--- src/rtl/approx_mult_pipe.sv ---
// approx_mult_pipe
// Pipelined, recursively split approximate unsigned multiplier with a
// valid/ready stream interface.
//
// Each operand is split into a high part [W-1:S] and a low part [S-1:0].
// Stage 1 forms the four exact sub-products. Stage 2 adds the two cross
// products. Stage 3 merges the cross sum into {P1, P4 high half}. Both
// adders can OR their low K bits instead of adding them, selected per beat
// by the mode bit that travels with the data.
//
// All stages advance together (adv = !out_valid | out_ready), so a stalled
// output freezes the whole pipe and bubbles are kept.
//
// Optional feature macro: APPROX_MULT_ERR_STAT_EN
//   When defined, an exact shadow product rides along with each beat. Every
//   delivered beat whose result differs from it bumps err_count (saturating)
//   and updates err_max with the largest absolute error seen. stat_clr is a
//   synchronous clear that wins over a same-cycle update.
//
// Ports:
//   clk, rst             clock, asynchronous active-high reset
//   in_valid/in_ready    input handshake
//   in_a, in_b [W]       unsigned operands
//   in_approx            1 = approximate adders, 0 = exact product
//   in_tag [TAG_W]       sideband tag, returned unchanged with the result
//   out_valid/out_ready  output handshake
//   out_p [2W]           product
//   out_tag [TAG_W]      tag of the result
//   stat_clr, err_count [32], err_max [2W]  (feature build only)
module approx_mult_pipe #(
    parameter int W     = 8,
    parameter int S     = 2,
    parameter int K     = 4,
    parameter int TAG_W = 4
) (
    input  logic             clk,
    input  logic             rst,
    input  logic             in_valid,
    output logic             in_ready,
    input  logic [W-1:0]     in_a,
    input  logic [W-1:0]     in_b,
    input  logic             in_approx,
    input  logic [TAG_W-1:0] in_tag,
    output logic             out_valid,
    input  logic             out_ready,
    output logic [2*W-1:0]   out_p,
    output logic [TAG_W-1:0] out_tag
`ifdef APPROX_MULT_ERR_STAT_EN
    ,
    input  logic             stat_clr,
    output logic [31:0]      err_count,
    output logic [2*W-1:0]   err_max
`endif
);

    localparam int HW = W - S;          // high-part width
    localparam int UW = 2 * W - S;      // width of the final adder
    // Approximated span of each adder, never wider than the adder itself.
    localparam int KX = (K > W)  ? W  : K;
    localparam int KO = (K > UW) ? UW : K;
    // Masks selecting the OR-approximated low bits of each adder.
    localparam logic [W:0]    MASK_X = ~({(W + 1){1'b1}} << KX);
    localparam logic [UW-1:0] MASK_O = ~({UW{1'b1}} << KO);

    logic adv;
    assign adv      = !out_valid || out_ready;
    assign in_ready = adv;

    // ---------------- stage 1: four exact sub-products ----------------
    logic [2*HW-1:0] p1_c;
    logic [W-1:0]    p2_c, p3_c;
    logic [2*S-1:0]  p4_c;

    assign p1_c = in_a[W-1:S] * in_b[W-1:S];
    assign p2_c = in_a[W-1:S] * in_b[S-1:0];
    assign p3_c = in_a[S-1:0] * in_b[W-1:S];
    assign p4_c = in_a[S-1:0] * in_b[S-1:0];

    logic             s1_valid, s1_approx;
    logic [TAG_W-1:0] s1_tag;
    logic [2*HW-1:0]  s1_p1;
    logic [W-1:0]     s1_p2, s1_p3;
    logic [2*S-1:0]   s1_p4;

    always_ff @(posedge clk or posedge rst) begin
        if (rst) begin
            s1_valid  <= 1'b0;
            s1_approx <= 1'b0;
            s1_tag    <= '0;
            s1_p1     <= '0;
            s1_p2     <= '0;
            s1_p3     <= '0;
            s1_p4     <= '0;
        end else if (adv) begin
            s1_valid  <= in_valid;
            s1_approx <= in_approx;
            s1_tag    <= in_tag;
            s1_p1     <= p1_c;
            s1_p2     <= p2_c;
            s1_p3     <= p3_c;
            s1_p4     <= p4_c;
        end
    end

    // ---------------- stage 2: cross sum X = P2 (+) P3 ----------------
    logic [W:0] xa, xb, x_exact, x_approx, x_c;

    assign xa       = {1'b0, s1_p2};
    assign xb       = {1'b0, s1_p3};
    assign x_exact  = xa + xb;
    // With the low bits masked off the upper add receives no carry from them.
    assign x_approx = ((xa | xb) & MASK_X) | ((xa & ~MASK_X) + (xb & ~MASK_X));
    assign x_c      = s1_approx ? x_approx : x_exact;

    logic             s2_valid, s2_approx;
    logic [TAG_W-1:0] s2_tag;
    logic [2*HW-1:0]  s2_p1;
    logic [2*S-1:0]   s2_p4;
    logic [W:0]       s2_x;

    always_ff @(posedge clk or posedge rst) begin
        if (rst) begin
            s2_valid  <= 1'b0;
            s2_approx <= 1'b0;
            s2_tag    <= '0;
            s2_p1     <= '0;
            s2_p4     <= '0;
            s2_x      <= '0;
        end else if (adv) begin
            s2_valid  <= s1_valid;
            s2_approx <= s1_approx;
            s2_tag    <= s1_tag;
            s2_p1     <= s1_p1;
            s2_p4     <= s1_p4;
            s2_x      <= x_c;
        end
    end

    // ---------------- stage 3: O = {P1, P4 high} (+) X ----------------
    logic [UW-1:0]  u, ox, o_exact, o_approx, o_c;
    logic [2*W-1:0] p_c;

    assign u        = {s2_p1, s2_p4[2*S-1:S]};
    assign ox       = UW'(s2_x);
    assign o_exact  = u + ox;
    assign o_approx = ((u | ox) & MASK_O) | ((u & ~MASK_O) + (ox & ~MASK_O));
    assign o_c      = s2_approx ? o_approx : o_exact;
    assign p_c      = {o_c, s2_p4[S-1:0]};

    always_ff @(posedge clk or posedge rst) begin
        if (rst) begin
            out_valid <= 1'b0;
            out_tag   <= '0;
            out_p     <= '0;
        end else if (adv) begin
            out_valid <= s2_valid;
            out_tag   <= s2_tag;
            out_p     <= p_c;
        end
    end

`ifdef APPROX_MULT_ERR_STAT_EN
    // Exact shadow product travelling alongside the datapath.
    logic [2*W-1:0] s1_exact, s2_exact, s3_exact, err_abs;

    always_ff @(posedge clk or posedge rst) begin
        if (rst) begin
            s1_exact <= '0;
            s2_exact <= '0;
            s3_exact <= '0;
        end else if (adv) begin
            s1_exact <= in_a * in_b;
            s2_exact <= s1_exact;
            s3_exact <= s2_exact;
        end
    end

    assign err_abs = (s3_exact >= out_p) ? (s3_exact - out_p) : (out_p - s3_exact);

    always_ff @(posedge clk or posedge rst) begin
        if (rst) begin
            err_count <= '0;
            err_max   <= '0;
        end else if (stat_clr) begin
            err_count <= '0;
            err_max   <= '0;
        end else if (out_valid && out_ready && (out_p != s3_exact)) begin
            if (err_count != 32'hFFFF_FFFF) begin
                err_count <= err_count + 32'd1;
            end
            if (err_abs > err_max) begin
                err_max <= err_abs;
            end
        end
    end
`endif

endmodule

--- config.mk ---
export PLATFORM = sky130hd
export DESIGN_NAME = approx_mult_pipe
export DESIGN_NICKNAME = d
export VERILOG_FILES = /design/src/rtl/approx_mult_pipe.sv
export SDC_FILE = /design/constraint.sdc
export NUM_CORES = 1
export LEC_CHECK = 0
export CAP_MARGIN = 20
export CORE_ASPECT_RATIO = 1.1
export CORE_MARGIN = 1
export CORE_UTILIZATION = 55
export CTS_CLUSTER_DIAMETER = 50
export DETAILED_ROUTE_END_ITERATION = 7
export PLACE_DENSITY_LB_ADDON = 0.08
export SLEW_MARGIN = 20
export SYNTH_ARGS = -nofsm -noshare
export SYNTH_HDL_FRONTEND = slang
export SYNTH_SLANG_ARGS = --single-unit
--- constraint.sdc ---
create_clock -name clk -period 10.6 [get_ports clk]
set_clock_uncertainty 0.15 [all_clocks]
set_input_delay 3.18 -clock clk [delete_from_list [all_inputs] [get_ports clk]]
set_output_delay 3.18 -clock clk [all_outputs]
set_load 0.01 [all_outputs]
# [Word level (Yosys, flattened, before mapping)]
# Cells that the tools add are included.
[op_classes] magnitude_cmp=0 n_reduce_logical=2 muxes=2 bitwise=4 eq_ne=0 n_addsub=4 multipliers=4 n_shift=0 div=0
[ops] cell="14-bit by 9-bit adder with 14-bit output" count=2
[ops] cell="8-bit by 8-bit adder with 9-bit output" count=2
[ops] cell="14-bit two-way mux" count=1
[ops] cell="4-bit by 14-bit OR with 14-bit output" count=1
[ops] cell="6-bit by 6-bit multiplier with 12-bit output" count=1
[ops] cell="9-bit two-way mux" count=1
[ops] cell="4-bit by 9-bit OR with 9-bit output" count=1
[ops] cell="2-bit by 6-bit multiplier with 8-bit output" count=1
[ops] cell="6-bit by 2-bit multiplier with 8-bit output" count=1
[ops] cell="4-bit OR" count=2
[ops] cell="2-bit by 2-bit multiplier with 4-bit output" count=1
[ops] cell="1-bit zero test" count=1
[ops] cell="1-bit logical OR" count=1
[totals] word_cells=32 register_bits=90 ram_bits=0 n_memories=0 romBits=0 in_bits=25 out_inout_bits=22 latchBits=0

# [Depth between registers and ports, before layout]
# Gate-level depths: netlist of the first run.
[logic_depth] depth_word=3 mapped_depth=14 ltp_nobuf=13

# [Least setup slack after synthesis of the first run]
# No wires, ideal clock.
[synth_timing] path_type="input to output" from="input port out_ready" to="output port in_ready" cell_stages=5 required_ps=7270 t_arrival_ps=3904 n_path_buf=3 slack_ps=3366 cell_sequence="nor2b_1 > buf_2 > inv_2 > clkbuf_1 > buf_2"
[synth_between] elab_chain_cells=1
[synth_rtl] item="start, declared" line_no="45" rtl="input logic out_ready,"
[synth_rtl] item="1-bit logical OR" line_no="66" rtl="assign adv = !out_valid || out_ready;"
[synth_rtl] item="end, declared" line_no="39" rtl="output logic in_ready,"
# No other way between the ends.

# [Worst setup path in the final report of the first run]
# Same ends and word-level chain as after synthesis.

==> metrics.cfg, run 1 <==
[run_status]
status=complete, no violations

[clock_tree]
cts_resized=0
clkSlewWorstSetupHoldPaths_ps=60
clock-root-buffer=clkbuf_16
cts_tree=done
cts_setup_buffers=0
clock_sinks=90
htreeDepth=3
postCtsHoldBufs=0
cts_buffer_depth=2
cts_buffers=9
clk_latency_ps=330

[logic_synthesis]
synth-async-reset-ratio_pct=100
synth_nets=801
yosysWarnings=0
avgSynthCellArea_um2=8.71
syn_inst=696
synth_edf_count=0
synth_area_mm2=0.00606
seq_area_frac_synth_pct=37.2
synth-main-ff-cell=dfrtp_1
ys_ff_latch=90
yosysUniqueCellTypes=50

[final_layout]
seq_area_mm2=0.00225
mostFrequentLayoutCell=nand2_1
nNetsFinal=833
synthToLayoutAreaGrowth_pct=14.5
fillerInstances=911
multi_input_comb_area_mm2=0.00343
final_cell_area_mm2=0.00694
layout_common_cells=nand2_1 (164), dfrtp_1 (90), inv_1 (69)
num_antenna_cells=0
drive_above_1_share_pct=3.69

[global_routing]
grt_start_max_net_pins=106
track_usage_pct=22.6
grt_pass1_vias=4510
grt_pass1_wl_um=20600
grt.overflow.total=0
antenna_found_initial=0

[timing]
tns_ps=0
worst_pin_slew_ps=968
finalHoldViolations=0
fin_crit_sh_pct=72.0
rsz0062_at_grt=false
relSlewSlack_pct=35.5
fmax_mhz=131
finalSetupViolCount=0
slew_viol_final=0
period_minus_slack_ps=7630

[die]
boundaryPins=47
initial_core_util_pct=57.5
num_rows=39
die_y_um=112
die_w_um=102
die_area_mm2=0.0114
coreArea_mm2=0.0105

[hold_path]
holdPathStages=2
min_path_type=flip-flop to flip-flop

[route]
viasPerCell=5.21
dr.pass1.iters=5
drc=0
num_vias=4560
routed_wl_um=11600
ant_nets=0
wire_per_inst_um=13.3
drt_first_iter_violations=285

[worst_setup_path]
cp_slowest_cell=clkdlybuf4s50_1
crit_fanout=2
worstSetupPathDepth=4
path_delay_family=buffers and inverters
crit_arrival_ps=4300
cp-end-kind=primary output
path_class=input pin to primary output
crit_chain=clkdlybuf4s50_1, nor2b_4, inv_2, clkdlybuf4s50_1
crit_required_ps=7270
crit_buf_inv=3
crit_path_max_incr_delay_ps=520
ff2ff_path_depth=8
cp-start-kind=input pin
cpMostUsedCell=clkdlybuf4s50_1

[power]
p_total_mw=1.62
leakage_nw=3.43
p_seq_share_pct=34.1
power_density_mw_per_mm2=234
ir_worst_vdd_uv=119
p_sw_mw=0.602
p_int_mw=1.02
swShare_pct=37.1
clkPwrFrac_pct=21.2
p_comb_share_pct=44.7

[place]
dp_hpwl_um=8450
numPortBuffers=46
gp_congestion=0.794
placedInstanceArea_mm2=0.00661

[job]
drv_cap=0

==> state kept, by name (all words and copies together) (netlist names) <==
name / count
out_p: 16
s1_p3: 8
s2_p4: 4
s1_p2: 8
s1_tag: 4
s2_approx: 1
s2_valid: 1
s2_p1: 12
s1_valid: 1
out_tag: 4
s2_tag: 4
s1_p4: 4
s1_approx: 1
s2_x: 9
out_valid: 1
s1_p1: 12
==> layer usage <==
metal  wire, µm  share of wire, %  up-vias  global-route usage (%)
li1           -                 -     2340                       -
met1       5480                47     2144                    31.5
met2       5790                50       74                    36.6
met3        319               2.7        2                    3.05
met4         55              0.47        0                    6.86
met5          0                 0        -                       0
==> Yosys cell counts (2+ instances only) <==
library cell / instances / share of area [%]
inv_1: 70 / 4.3
o311ai_0: 2 / 0.29
a21o_1: 3 / 0.37
nor4b_1: 2 / 0.29
xor2_1: 7 / 1.0
dfrtp_1: 90 / 37
clkbuf_1: 14 / 0.87
nor4_1: 2 / 0.21
nor3b_1: 5 / 0.62
nand2_1: 164 / 10
o21ai_0: 30 / 2.5
and3_1: 2 / 0.21
buf_2: 10 / 0.83
fa_1: 23 / 7.6
a211oi_2: 2 / 0.41
a21oi_1: 39 / 3.2
nor3_1: 8 / 0.66
xnor2_1: 16 / 2.3
nand3_1: 17 / 1.4
mux2i_1: 2 / 0.33
and2_1: 44 / 4.5
nor2_1: 30 / 1.9
o21bai_1: 6 / 0.74
a211oi_1: 2 / 0.25
a221oi_1: 3 / 0.43
nand2b_1: 3 / 0.31
ha_1: 57 / 12
o21ai_1: 4 / 0.33
nor2b_1: 4 / 0.41
o21a_1: 2 / 0.25
o211ai_1: 5 / 0.62
buf_1: 3 / 0.19
a221o_1: 3 / 0.50
a31oi_1: 3 / 0.31
o31ai_1: 4 / 0.50
==> worst paths after layout <==
kind	end	slack [ps]	from
worst min register to register	out_tag[2]$_DFFE_PP0P_	310	out_tag[2]$_DFFE_PP0P_
min in group asynchronous	out_tag[3]$_DFFE_PP0P_	3010	rst
worst min-delay path	out_tag[2]$_DFFE_PP0P_	310	out_tag[2]$_DFFE_PP0P_
worst max register to register	out_p[14]$_DFFE_PP0P_	8300	s2_p4[2]$_DFFE_PP0P_
worst max-delay path	in_ready	2970	out_ready
max in group asynchronous	s1_p3[1]$_DFFE_PP0P_	6170	rst
==> tightest hold or removal path, delay by kind of cell (launching register included) <==
kind / cells / cell delay (ps)
flops: 1 / 340
simple gates: 2 / 100
==> cell families (layout without fill, tap and decap cells) <==
logic type,Yosys count,in the layout,share of synthesized area (%)
muxes,3,3,0.516
DFF,90,90,37.2
buffers and inverters,99,135,6.36
AOI/OAI and AO/OA,119,119,12.5
adders and majority gates,80,80,19.4
and+or+nand+nor,282,282,20.8
xor gates and xnor gates,23,23,3.32
==> layout make-up <==
type                            instances  area share, %
Sequential cell                        90           32.4
Clock inverter                          4           1.08
Tap cell                              143           2.58
Inverter                               71           3.86
Multi-Input combinational cell        507           49.4
Timing Repair Buffer                   49           6.96
Clock buffer                           11           3.64
==> power groups by stage <==
stage | Clock (mW) | Sequential [mW] | Combinational (mW)
after floorplan | 0 | 0.554 | 0.522
after global placement | 0 | 0.555 | 0.701
after detailed placement | 0 | 0.560 | 0.724
after CTS | 0.350 | 0.554 | 0.731
after global routing | 0.367 | 0.572 | 0.828
final | 0.344 | 0.554 | 0.725
==> per-stage QoR <==
stage / setup slack [ps] / instances / hold slack, ps / util [%]
after floorplan: 3370 / 696 / 280 / -
after global placement: 2960 / 860 / 297 / 62.7
after detailed placement: 2960 / 860 / 300 / 62.7
after CTS: 2960 / 875 / 319 / 65.8
after global routing: 2940 / 875 / 338 / 65.8
final: 2970 / 875 / 312 / 65.8
(Power assumes the default switching activity.)
==> run 2: changes to the inputs <==
==> constraint.sdc (replaced) <==
create_clock -name clk -period 7.76 [get_ports clk]
set_clock_uncertainty 0.15 [all_clocks]
set_input_delay 2.328 -clock clk [delete_from_list [all_inputs] [get_ports clk]]
set_output_delay 2.328 -clock clk [all_outputs]
set_load 0.01 [all_outputs]
==> metrics.cfg, run 2 (synthesized netlist as in run 1, its figures left out) <==
[run_status]
status=complete, no violations

[route]
ant_nets=0
drc=0
num_vias=4641
dr.pass1.iters=5
drt_first_iter_violations=263
wire_per_inst_um=13.7
viasPerCell=5.30
routed_wl_um=12000

[clock_tree]
clock-root-buffer=clkbuf_16
cts_buffer_depth=2
postCtsHoldBufs=0
cts_resized=0
clkSlewWorstSetupHoldPaths_ps=60
htreeDepth=3
cts_buffers=9
cts_tree=done
clock_sinks=90
cts_setup_buffers=0
clk_latency_ps=330

[final_layout]
multi_input_comb_area_mm2=0.00343
mostFrequentLayoutCell=nand2_1
num_antenna_cells=0
drive_above_1_share_pct=3.55
top_regs=out_p: 16 flops, s1_p1: 12 flops, s2_p1: 12 flops
layout_common_cells=nand2_1 (164), dfrtp_1 (90), inv_1 (69)
layoutNonFillerInstCount=876
fillerInstances=910
regMostFlops=out_p
nNetsFinal=833
largest_reg_flops=16
synthToLayoutAreaGrowth_pct=14.0
seq_area_mm2=0.00225

[global_routing]
grt_start_max_net_pins=106
antenna_found_initial=0
grt_pass1_vias=4571
grt_pass1_wl_um=21000
grt.overflow.total=0
track_usage_pct=23.3

[place]
dp.cells=860
dp_hpwl_um=8900
gp_congestion=0.842
numPortBuffers=46

[die]
coreArea_mm2=0.0105
die_w_um=102
num_rows=39
die_y_um=112
boundaryPins=47
initial_core_util_pct=57.5
die_area_mm2=0.0114

[timing]
slew_viol_final=0
finalSetupViolCount=0
finalHoldViolations=0
worst_pin_slew_ps=980
fmax_mhz=169
tns_ps=0
rsz0062_at_grt=false
period_minus_slack_ps=5930
fin_crit_sh_pct=76.5
relSlewSlack_pct=34.7

[worst_setup_path]
path_class=input pin to primary output
cp-start-kind=input pin
crit_arrival_ps=3460
crit_required_ps=5280
crit_fanout=2
cp-end-kind=primary output

[power]
power_density_mw_per_mm2=317
leakage_nw=3.42
p_total_mw=2.19
ir_worst_vdd_uv=167

[job]
drv_cap=0

[hold_path]
min_path_type=flip-flop to flip-flop

[run 2: report_power, final]
part / total, mW / switching (mW) / internal [mW]
registers: 0.757 / 0.115 / 0.642
clock network: 0.432 / 0.174 / 0.259
logic: 0.998 / 0.542 / 0.456
[run 2: area by class of cell]
class	count	area share, %
timing repair buffer	49	6.99
clock buffer	12	3.57
clock inverter	4	0.742
sequential	90	32.6
tap	143	2.59
inverter	71	3.87
multi-input combinational	507	49.6
[run 2: final timing paths]
path	startpoint	to	slack [ps]	cells after the start
min in group asynchronous	rst	s2_valid$_DFFE_PP0P_	2160	2
hold reg to reg	s2_valid$_DFFE_PP0P_	out_valid$_DFFE_PP0P_	310	1
hold / removal	s2_valid$_DFFE_PP0P_	out_valid$_DFFE_PP0P_	310	1
setup reg to reg	s2_p4[2]$_DFFE_PP0P_	out_p[8]$_DFFE_PP0P_	5430	8
max in group asynchronous	rst	s1_p2[3]$_DFFE_PP0P_	4160	3
setup / recovery	out_ready	in_ready	1830	4
[run 2: metrics by stage]
stage	cell area [µm²]	hold WS [ps]	setup slack, ps	utilization [%]
floorplan	6060	280	2160	-
global placement	6610	294	1620	62.7
detailed placement	6610	301	1500	62.7
CTS	6910	315	1810	65.6
global route	6910	331	1670	65.6
finish	6910	313	1830	65.6
[run 2: metal layers]
metal	track usage, %	part of all wire, %	up-vias	routed length [µm]
met4	8.29	1.6	0	195
met2	38.5	48	86	5830
met3	2.80	3.0	14	360
met5	0	0	-	0
met1	31.4	47	2208	5650
li1	-	-	2333	-
[run 2: critical path, cell delays in order]
cell,delay [ps]
clkdlybuf4s50_1,500
nor2b_4,60
inv_2,50
clkdlybuf4s50_1,520
==> run 3: changes to the inputs <==
==> constraint.sdc (replaced) <==
create_clock -name clk -period 6.2 [get_ports clk]
set_clock_uncertainty 0.15 [all_clocks]
set_input_delay 1.86 -clock clk [delete_from_list [all_inputs] [get_ports clk]]
set_output_delay 1.86 -clock clk [all_outputs]
set_load 0.01 [all_outputs]
==> metrics.cfg, run 3 (synthesized netlist as in run 1, its figures left out) <==
[run_status]
status=complete, no violations

[final_layout]
largest_reg_flops=16
num_antenna_cells=0
top_regs=out_p: 16 flops, s1_p1: 12 flops, s2_p1: 12 flops
nNetsFinal=834
drive_above_1_share_pct=3.68
layout_common_cells=nand2_1 (164), dfrtp_1 (90), inv_1 (69)
synthToLayoutAreaGrowth_pct=14.9
fillerInstances=907
multi_input_comb_area_mm2=0.00343
regMostFlops=out_p
mostFrequentLayoutCell=nand2_1
seq_area_mm2=0.00225

[timing]
period_minus_slack_ps=5510
fmax_mhz=182
slew_viol_final=0
finalSetupViolCount=0
relSlewSlack_pct=33.9
worst_pin_slew_ps=991
tns_ps=0
fin_crit_sh_pct=88.8
rsz0062_at_grt=false
finalHoldViolations=0

[global_routing]
track_usage_pct=23.7
antenna_found_initial=0
grt_pass1_vias=4662
grt_start_max_net_pins=106
grt.overflow.total=0
grt_pass1_wl_um=21400

[power]
p_total_mw=2.83
power_density_mw_per_mm2=406
ir_worst_vdd_uv=212
leakage_nw=3.45

[worst_setup_path]
crit_path_max_incr_delay_ps=670
crit_chain=clkdlybuf4s50_1, nand2_1, fa_1, inv_1, fa_1, inv_1, fa_1, inv_1, ha_1, nor3_1, nor2_1, a31oi_1, xor2_1, o21ai_0
path_class=input pin to flip-flop
cp-end-kind=flip-flop
cp-start-kind=input pin
crit_fanout=10
crit_arrival_ps=5540
crit_required_ps=6230
cp_slowest_cell=clkdlybuf4s50_1

[clock_tree]
clk_latency_ps=340
clock-root-buffer=clkbuf_16
clock_sinks=90
cts_resized=0
postCtsHoldBufs=0
cts_tree=done
htreeDepth=3
clkSlewWorstSetupHoldPaths_ps=60
cts_buffers=9
cts_setup_buffers=0
cts_buffer_depth=2

[route]
viasPerCell=5.33
ant_nets=0
routed_wl_um=12400
dr.pass1.iters=4
drt_first_iter_violations=279
num_vias=4677
drc=0
wire_per_inst_um=14.1

[hold_path]
min_path_type=flip-flop to flip-flop

[die]
num_rows=39
boundaryPins=47
die_area_mm2=0.0114
die_y_um=112
coreArea_mm2=0.0105
die_w_um=102
initial_core_util_pct=57.5

[job]
drv_cap=0

[place]
numPortBuffers=46
gp_congestion=0.843
dp_hpwl_um=8990

[run 3: cell count changes in the layout (fill, tap and decap cells not counted), sizes merged]
cell / before / now
clkinv: 3 / 1
clkinvlp: 1 / 0
buf: 3 / 4
bufinv: 1 / 3
inv: 70 / 71
[run 3: worst max-delay path, delay by kind of cell]
kind	cells	cell delay, ps
buffers and inverters	4	830
XOR/XNOR	1	150
AND/OR/NAND/NOR	3	430
AO/OA/AOI/OAI	2	290
adder cells (fa/ha/maj)	4	1980
[run 3: final timing paths]
check | cells past startpoint | to | from | slack (ps)
min in group asynchronous | 2 | s2_tag[3]$_DFFE_PP0P_ | rst | 1840
min reg2reg | 1 | out_valid$_DFFE_PP0P_ | s2_valid$_DFFE_PP0P_ | 310
min | 1 | out_valid$_DFFE_PP0P_ | s2_valid$_DFFE_PP0P_ | 310
max in group asynchronous | 3 | s1_p1[3]$_DFFE_PP0P_ | rst | 3160
max reg2reg | 8 | out_p[8]$_DFFE_PP0P_ | s2_p4[2]$_DFFE_PP0P_ | 3810
max | 14 | s1_p1[10]$_DFFE_PP0P_ | in_b[7] | 690
[run 3: where the power goes]
| group | total (mW) | internal [mW] | switching [mW] |
|---|---|---|---|
| Sequential | 0.950 | 0.804 | 0.146 |
| Clock | 0.624 | 0.406 | 0.218 |
| Combinational | 1.25 | 0.570 | 0.684 |
[run 3: per-stage QoR]
stage                     hold WS, ps  utilization [%]  setup slack [ps]  cell area, µm²  std cells
final                             307             66.1               692            6970        877
after global routing              334             66.1               515            6970        877
after CTS                         309             66.1               719            6970        877
after detailed placement          294             62.8               381            6620        861
after global placement            293             62.8               525            6620        861
after floorplan                   280                -              1070            6060        696
[run 3: area by class of cell]
class                           count  share of cell area, %
Inverter                           71                   3.86
Sequential cell                    90                   32.3
Clock buffer                       12                   3.54
Tap cell                          143                   2.57
Multi-Input combinational cell    507                   49.2
Clock inverter                      4                   1.42
Timing Repair Buffer               50                   7.04
[run 3: per-layer routing]
metal  part of all wire (%)  global-route usage (%)
met1                     47                    31.8
met2                     49                    40.1
met3                    3.0                    2.68
met4                    1.3                    7.14
met5                      0                       0
